`src/rtl/mem_stage_controller_pkg.sv`:
```
// Shared widths, decode constants and FSM encoding for the memory pipeline stage.
package mem_stage_controller_pkg;

    localparam int WORD_WIDTH           = 32;
    localparam int REGISTER_INDEX_WIDTH = 5;

    localparam logic [6:0] STORE_OPCODE = 7'b0100011;
    localparam logic [2:0] FUNCT3_BYTE  = 3'b000;
    localparam logic [2:0] FUNCT3_WORD  = 3'b010;

    typedef enum logic [1:0] {
        IDLE = 2'd0,
        WAIT = 2'd1,
        DONE = 2'd2
    } state_t;

endpackage

```
`src/rtl/load_extender.sv`:
```
// Combinational load formatting: byte loads are sign-extended from bit 7, word loads pass through.
module load_extender #(
    parameter int WORD_WIDTH = 32
) (
    input  logic [WORD_WIDTH-1:0] read_data,
    input  logic                  byte_access,
    output logic [WORD_WIDTH-1:0] load_value
);

    always_comb begin
        load_value = read_data;
        if (byte_access) begin
            load_value = {{(WORD_WIDTH-8){read_data[7]}}, read_data[7:0]};
        end
    end

endmodule

```
`src/rtl/mem_stage_controller.sv`:
```
// Memory stage: ALU results pass through in one cycle; loads/stores run a single
// request/done-pulse transaction against the data cache while stalling upstream.
module mem_stage_controller
    import mem_stage_controller_pkg::*;
#(
    parameter int WORD_WIDTH           = mem_stage_controller_pkg::WORD_WIDTH,
    parameter int REGISTER_INDEX_WIDTH = mem_stage_controller_pkg::REGISTER_INDEX_WIDTH
) (
    input  logic                            clk,
    input  logic                            reset,

    input  logic [WORD_WIDTH-1:0]           instruction_in,
    input  logic [WORD_WIDTH-1:0]           extended_inmediate_in,
    input  logic                            cu_mem_to_reg_in,
    input  logic                            cu_reg_write_in,
    input  logic [REGISTER_INDEX_WIDTH-1:0] destination_register_in,
    input  logic [WORD_WIDTH-1:0]           alu_result_in,
    input  logic                            alu_zero_in,
    input  logic                            active_in,
    input  logic [WORD_WIDTH-1:0]           store_data_in,

    output logic                            mem_req_out,
    output logic                            mem_write_out,
    output logic                            mem_byte_out,
    output logic [WORD_WIDTH-1:0]           mem_address_out,
    output logic [WORD_WIDTH-1:0]           mem_write_data_out,
    input  logic                            mem_ready_in,
    input  logic [WORD_WIDTH-1:0]           mem_read_data_in,

    output logic [WORD_WIDTH-1:0]           wb_value_out,
    output logic [REGISTER_INDEX_WIDTH-1:0] wb_destination_out,
    output logic                            wb_reg_write_out,
    output logic                            wb_active_out,

    output logic                            stall_out,
    output logic                            misaligned_out,
    output logic [1:0]                      debug_state
);

    // Handshake: upstream presents an op with active_in=1 and must hold it while
    // stall_out=1. The cache sees mem_req_out for one cycle and answers with a
    // single mem_ready_in pulse; a pulse coinciding with the request is ignored.

    state_t                          state;
    logic                            pending_load;
    logic [REGISTER_INDEX_WIDTH-1:0] pending_rd;

    logic            is_load;
    logic            is_store;
    logic            is_mem;
    logic            is_byte;
    logic            aligned_mem;
    logic            misaligned_mem;
    logic [WORD_WIDTH-1:0] load_value;

    always_comb begin
        is_load        = cu_mem_to_reg_in;
        is_store       = !cu_mem_to_reg_in && (instruction_in[6:0] == STORE_OPCODE);
        is_mem         = is_load || is_store;
        // Any funct3 other than the byte code is treated as a word access.
        is_byte        = (instruction_in[14:12] == FUNCT3_BYTE);
        aligned_mem    = active_in && is_mem && (is_byte || alu_result_in[1:0] == 2'b00);
        misaligned_mem = active_in && is_mem && !is_byte && alu_result_in[1:0] != 2'b00;
    end

    assign stall_out   = (state != IDLE) || aligned_mem;
    assign debug_state = state;

    load_extender #(
        .WORD_WIDTH (WORD_WIDTH)
    ) u_load_extender (
        .read_data   (mem_read_data_in),
        .byte_access (mem_byte_out),
        .load_value  (load_value)
    );

    always_ff @(posedge clk) begin
        if (reset) begin
            state              <= IDLE;
            pending_load       <= 1'b0;
            pending_rd         <= '0;
            mem_req_out        <= 1'b0;
            mem_write_out      <= 1'b0;
            mem_byte_out       <= 1'b0;
            mem_address_out    <= '0;
            mem_write_data_out <= '0;
            wb_value_out       <= '0;
            wb_destination_out <= '0;
            wb_reg_write_out   <= 1'b0;
            wb_active_out      <= 1'b0;
            misaligned_out     <= 1'b0;
        end else begin
            mem_req_out    <= 1'b0;
            misaligned_out <= 1'b0;
            case (state)
                IDLE: begin
                    wb_active_out <= 1'b0;
                    if (aligned_mem) begin
                        state              <= WAIT;
                        mem_req_out        <= 1'b1;
                        mem_write_out      <= is_store;
                        mem_byte_out       <= is_byte;
                        mem_address_out    <= alu_result_in;
                        mem_write_data_out <= store_data_in;
                        pending_load       <= is_load;
                        pending_rd         <= destination_register_in;
                    end else if (misaligned_mem) begin
                        misaligned_out <= 1'b1;
                    end else if (active_in) begin
                        wb_value_out       <= alu_result_in;
                        wb_destination_out <= destination_register_in;
                        wb_reg_write_out   <= cu_reg_write_in;
                        wb_active_out      <= 1'b1;
                    end
                end
                WAIT: begin
                    if (mem_ready_in && !mem_req_out) begin
                        state              <= DONE;
                        if (pending_load) begin
                            wb_value_out <= load_value;
                        end
                        wb_destination_out <= pending_rd;
                        wb_reg_write_out   <= pending_load;
                        wb_active_out      <= 1'b1;
                    end
                end
                DONE: begin
                    state         <= IDLE;
                    wb_active_out <= 1'b0;
                end
                default: state <= IDLE;
            endcase
        end
    end

    logic unused_inputs;
    assign unused_inputs = ^{extended_inmediate_in, alu_zero_in,
                             instruction_in[WORD_WIDTH-1:15], instruction_in[11:7]};

endmodule
```
`config.mk`:
```
export PLATFORM = sky130hd
export DESIGN_NAME = mem_stage_controller
export DESIGN_NICKNAME = d
export VERILOG_FILES = /design/src/rtl/mem_stage_controller_pkg.sv /design/src/rtl/load_extender.sv /design/src/rtl/mem_stage_controller.sv
export SDC_FILE = /design/constraint.sdc
export NUM_CORES = 1
export LEC_CHECK = 0
export CORE_MARGIN = 2
export CORE_UTILIZATION = 40
export CTS_CLUSTER_SIZE = 28
export DETAILED_ROUTE_END_ITERATION = 16
export PLACE_DENSITY = 0.82
export SYNTH_ARGS = -nofsm -noshare
export SYNTH_HDL_FRONTEND = slang
export SYNTH_SLANG_ARGS = --single-unit
```
`constraint.sdc`:
```
create_clock -name clk -period 5 [get_ports clk]
set_input_delay 1 -clock clk [delete_from_list [all_inputs] [get_ports clk]]
set_output_delay 1 -clock clk [all_outputs]
set_load 0.005 [all_outputs]
```
==> flow_metrics.env <==
export IMPL_r2r_end="wb_destination_out[3]$_SDFFE_PP0P_"
export IMPL_synth_commonest_cells="170 x nand2_1, 115 x dfxtp_1, 82 x mux2i_1, 35 x clkbuf_1"
export IMPL_fillers=1084
export IMPL_io_pins=282
export IMPL_timing_rr_start="debug_state[0]$_SDFFE_PP0P_"
export IMPL_synth_seq_area_share_pct=43.8
export IMPL_min_delay_start="wb_value_out[31]$_SDFFE_PP0P_"
export IMPL_cts_hold_buf=0
export IMPL_reg2reg_setup_slack_ns=2.20
export IMPL_start_kind="input pin"
export IMPL_grt_first_pass_wirelength_microns=26300
export IMPL_ant_nets=0
export IMPL_drc=0
export IMPL_area_growth_synth_to_final_pct=55.5
export IMPL_startpoint="instruction_in[2]"
export IMPL_combPwrFrac_pct=19.8
export IMPL_grt_pass1_vias=5119
export IMPL_diodes=0
export IMPL_p_switching_uw=725
export IMPL_synth_top_cell_area_share_pct=43.8
export IMPL_antenna_found_initial=0
export IMPL_cts_tree="yes"
export IMPL_cts_setup_buffers=0
export IMPL_synth_edf_count=0
export IMPL_cts_sinks=115
export IMPL_ctsLongestPathBuffers=2
export IMPL_setup_viol=0
export IMPL_hold_class="reg -> reg"
export IMPL_clock_skew_ns=0.00756
export IMPL_sw_frac_of_total_pct=25.7
export IMPL_seqPwrFrac_pct=36.3
export IMPL_post_cts_resized=0
export IMPL_cts_buffers=17
export IMPL_ys_types=43
export IMPL_power_per_cell_area_mw_per_mm2=345
export IMPL_clkTransAtPathRegs_ns=0.05
export IMPL_cap_violations=0
export IMPL_initial_core_util_pct=41.3
export IMPL_slowest_delay_ns=0.52
export IMPL_drt_iter0_markers=348
export IMPL_yosysWarnings=0
export IMPL_wl_microns=16500
export IMPL_yosysMostFrequentCell="nand2_1"
export IMPL_grt_max_degree=143
export IMPL_rsz0062_at_grt="false"
export IMPL_total_power_mw=2.82
export IMPL_clk_latency_ns=0.41
export IMPL_fp_row_count=41
export IMPL_required_ns=4.00
export IMPL_status="finished clean"
export IMPL_die_w_microns=119
export IMPL_synthesis_area_sq_mm=0.00526
export IMPL_portBuffers=226
export IMPL_cp_max_fo=5
export IMPL_yosys_area_top_type="dfxtp_1"
export IMPL_synth_main_ff_cell="dfxtp_1"
export IMPL_worst_setup_path_type="in -> out"
export IMPL_gr_usage_all_layers_pct=23.5
export IMPL_dr_total_vias=5189
export IMPL_hold_violations=0
export IMPL_synthArstFlopShare_pct=0
export IMPL_dpl_instance_area_sq_mm=0.00757
export IMPL_routedWlPerCell_microns=16.4
export IMPL_crit_end="stall_out"
export IMPL_dp_hpwl_microns=10900
export IMPL_syn_area_per_cell_sq_um=8.51
export IMPL_synth_area_leaders="dfxtp_1 44%, mux2i_1 16%, nand2_1 12%"
export IMPL_max_freq_mhz=260
export IMPL_timing_critical_path_slowest_stage_cell="clkdlybuf4s50_1"
export IMPL_instances_no_fill=1004
export IMPL_drive_gt1_share_pct=6.25
export IMPL_arrival_ns=2.85
export IMPL_nets=994
export IMPL_finalMaxSlewViolations=0
export IMPL_end_kind="output port"
export IMPL_synth_seq_cells=115
export IMPL_via_per_inst=5.17
export IMPL_p_clk_share_pct=43.9
export IMPL_worstMarginPinSlew_ns=1.08
export IMPL_gr_total_overflow=0
export IMPL_synth_fp_nets=793
export IMPL_cts_root_buf="clkbuf_16"
export IMPL_utilization_pct=64.2
export IMPL_min_period_ns=3.85
export IMPL_p_int_mw=2.10
export IMPL_htreeDepth=4
export IMPL_core_area_sq_mm=0.0127
export IMPL_rr_worst_depth=5
export IMPL_final_area_sq_mm=0.00817
export IMPL_relSlewSlack_pct=27.9
export IMPL_period_share_pct=77.0
export IMPL_ir_worst_vdd_mv=0.226
export IMPL_dieArea_sq_mm=0.0141
export IMPL_gp_congestion=0.766
export IMPL_fp_dieH_microns=119
export IMPL_fin_setup_tns_ns=0
export IMPL_power_leakage_nw=2.96
export IMPL_path_cells="clkdlybuf4s50_1, nor4b_2, a21o_1, nand2_1, nand2_1, clkdlybuf4s50_1"
export IMPL_dp_cells=972
export IMPL_drt_pass1_iterations=5
export IMPL_synthCells=618
-- area by class of cell --
cell class	instances	area [sq um]	area share, %
Multi-Input combinational cell	446	2710	33.1
Sequential cell	115	2300	28.2
Clock inverter	10	130	1.59
Tap cell	172	215	2.63
Clock buffer	22	474	5.80
Inverter	6	27.5	0.337
Timing Repair Buffer	233	2310	28.3
-- cells in the final DEF (no fill, tap or decap), types with 6 or more instances in the layout --
master,n
o21ai_0,16
nand2b_1,25
clkbuf_16,17
o21ai_1,13
nor2_1,26
dfxtp_1,115
nand4_1,25
a211oi_2,6
a21oi_1,13
a311oi_1,7
mux2i_1,82
nand2_1,170
nor3_1,10
buf_4,7
clkdlybuf4s50_1,226
a31oi_1,26
-- kinds of logic (layout without fill, tap and decap cells) --
logic type                 count (synthesis)  after routing  share of synthesized area [%]
and+or+nand+nor                          269            269                           23.0
buffers and inverters                     57            271                           5.07
DFF                                      115            115                           43.8
AOI/OAI and AO/OA                         92             92                           11.8
muxes                                     82             82                           15.6
adders and majority gates                  3              3                          0.714
-- layer usage --
metal | routed length, microns | global-route usage, %
met1 | 7210 | 29.0
met4 | 361 | 9.52
met5 | 0 | 0
met3 | 1570 | 9.07
met2 | 7350 | 36.6
-- per-stage QoR --
step,hold slack (ns),setup WS [ns]
global placement,0.435,1.21
global route,0.464,1.09
floorplan,0.434,2.32
detailed placement,0.440,1.19
finish,0.447,1.15
CTS,0.448,1.16
-- flip-flops by register name, indices dropped and copies added, names as in the netlist --
name	flops
wb_active_out	1
mem_address_out	32
mem_req_out	1
wb_value_out	32
wb_destination_out	5
mem_write_out	1
mem_byte_out	1
misaligned_out	1
pending_load	1
mem_write_data_out	32
pending_rd	5
debug_state	2
wb_reg_write_out	1
-- worst min path at each step --
stage,end,slack [ns],cells after the start
6_report,wb_value_out[31]$_SDFFE_PP0P_,0.45,2
5_1_grt,wb_value_out[21]$_SDFFE_PP0P_,0.46,2
4_1_cts,wb_value_out[21]$_SDFFE_PP0P_,0.45,2
3_3_place_gp,wb_value_out[29]$_SDFFE_PP0P_,0.44,2
2_1_floorplan,pending_rd[0]$_SDFFE_PP0P_,0.43,2
3_5_place_dp,wb_value_out[21]$_SDFFE_PP0P_,0.44,2
-- power groups by stage --
stage                     combinational (mW)  sequential [mW]  clock [mW]
after floorplan                        0.255             1.04           0
after global placement                 0.551             1.04           0
after detailed placement               0.557             1.04           0
after CTS                              0.562             1.02        1.26
after global routing                   0.610             1.03        1.30
final                                  0.559             1.02        1.24
-- worst max-delay path: cells and delay by family --
| kind | cells | cell delay [ns] |
|---|---|---|
| compound gates | 1 | 0.27 |
| simple gates | 3 | 0.61 |
| buf+inv | 2 | 0.97 |
Note: power is estimated with default switching activity, not from simulation.
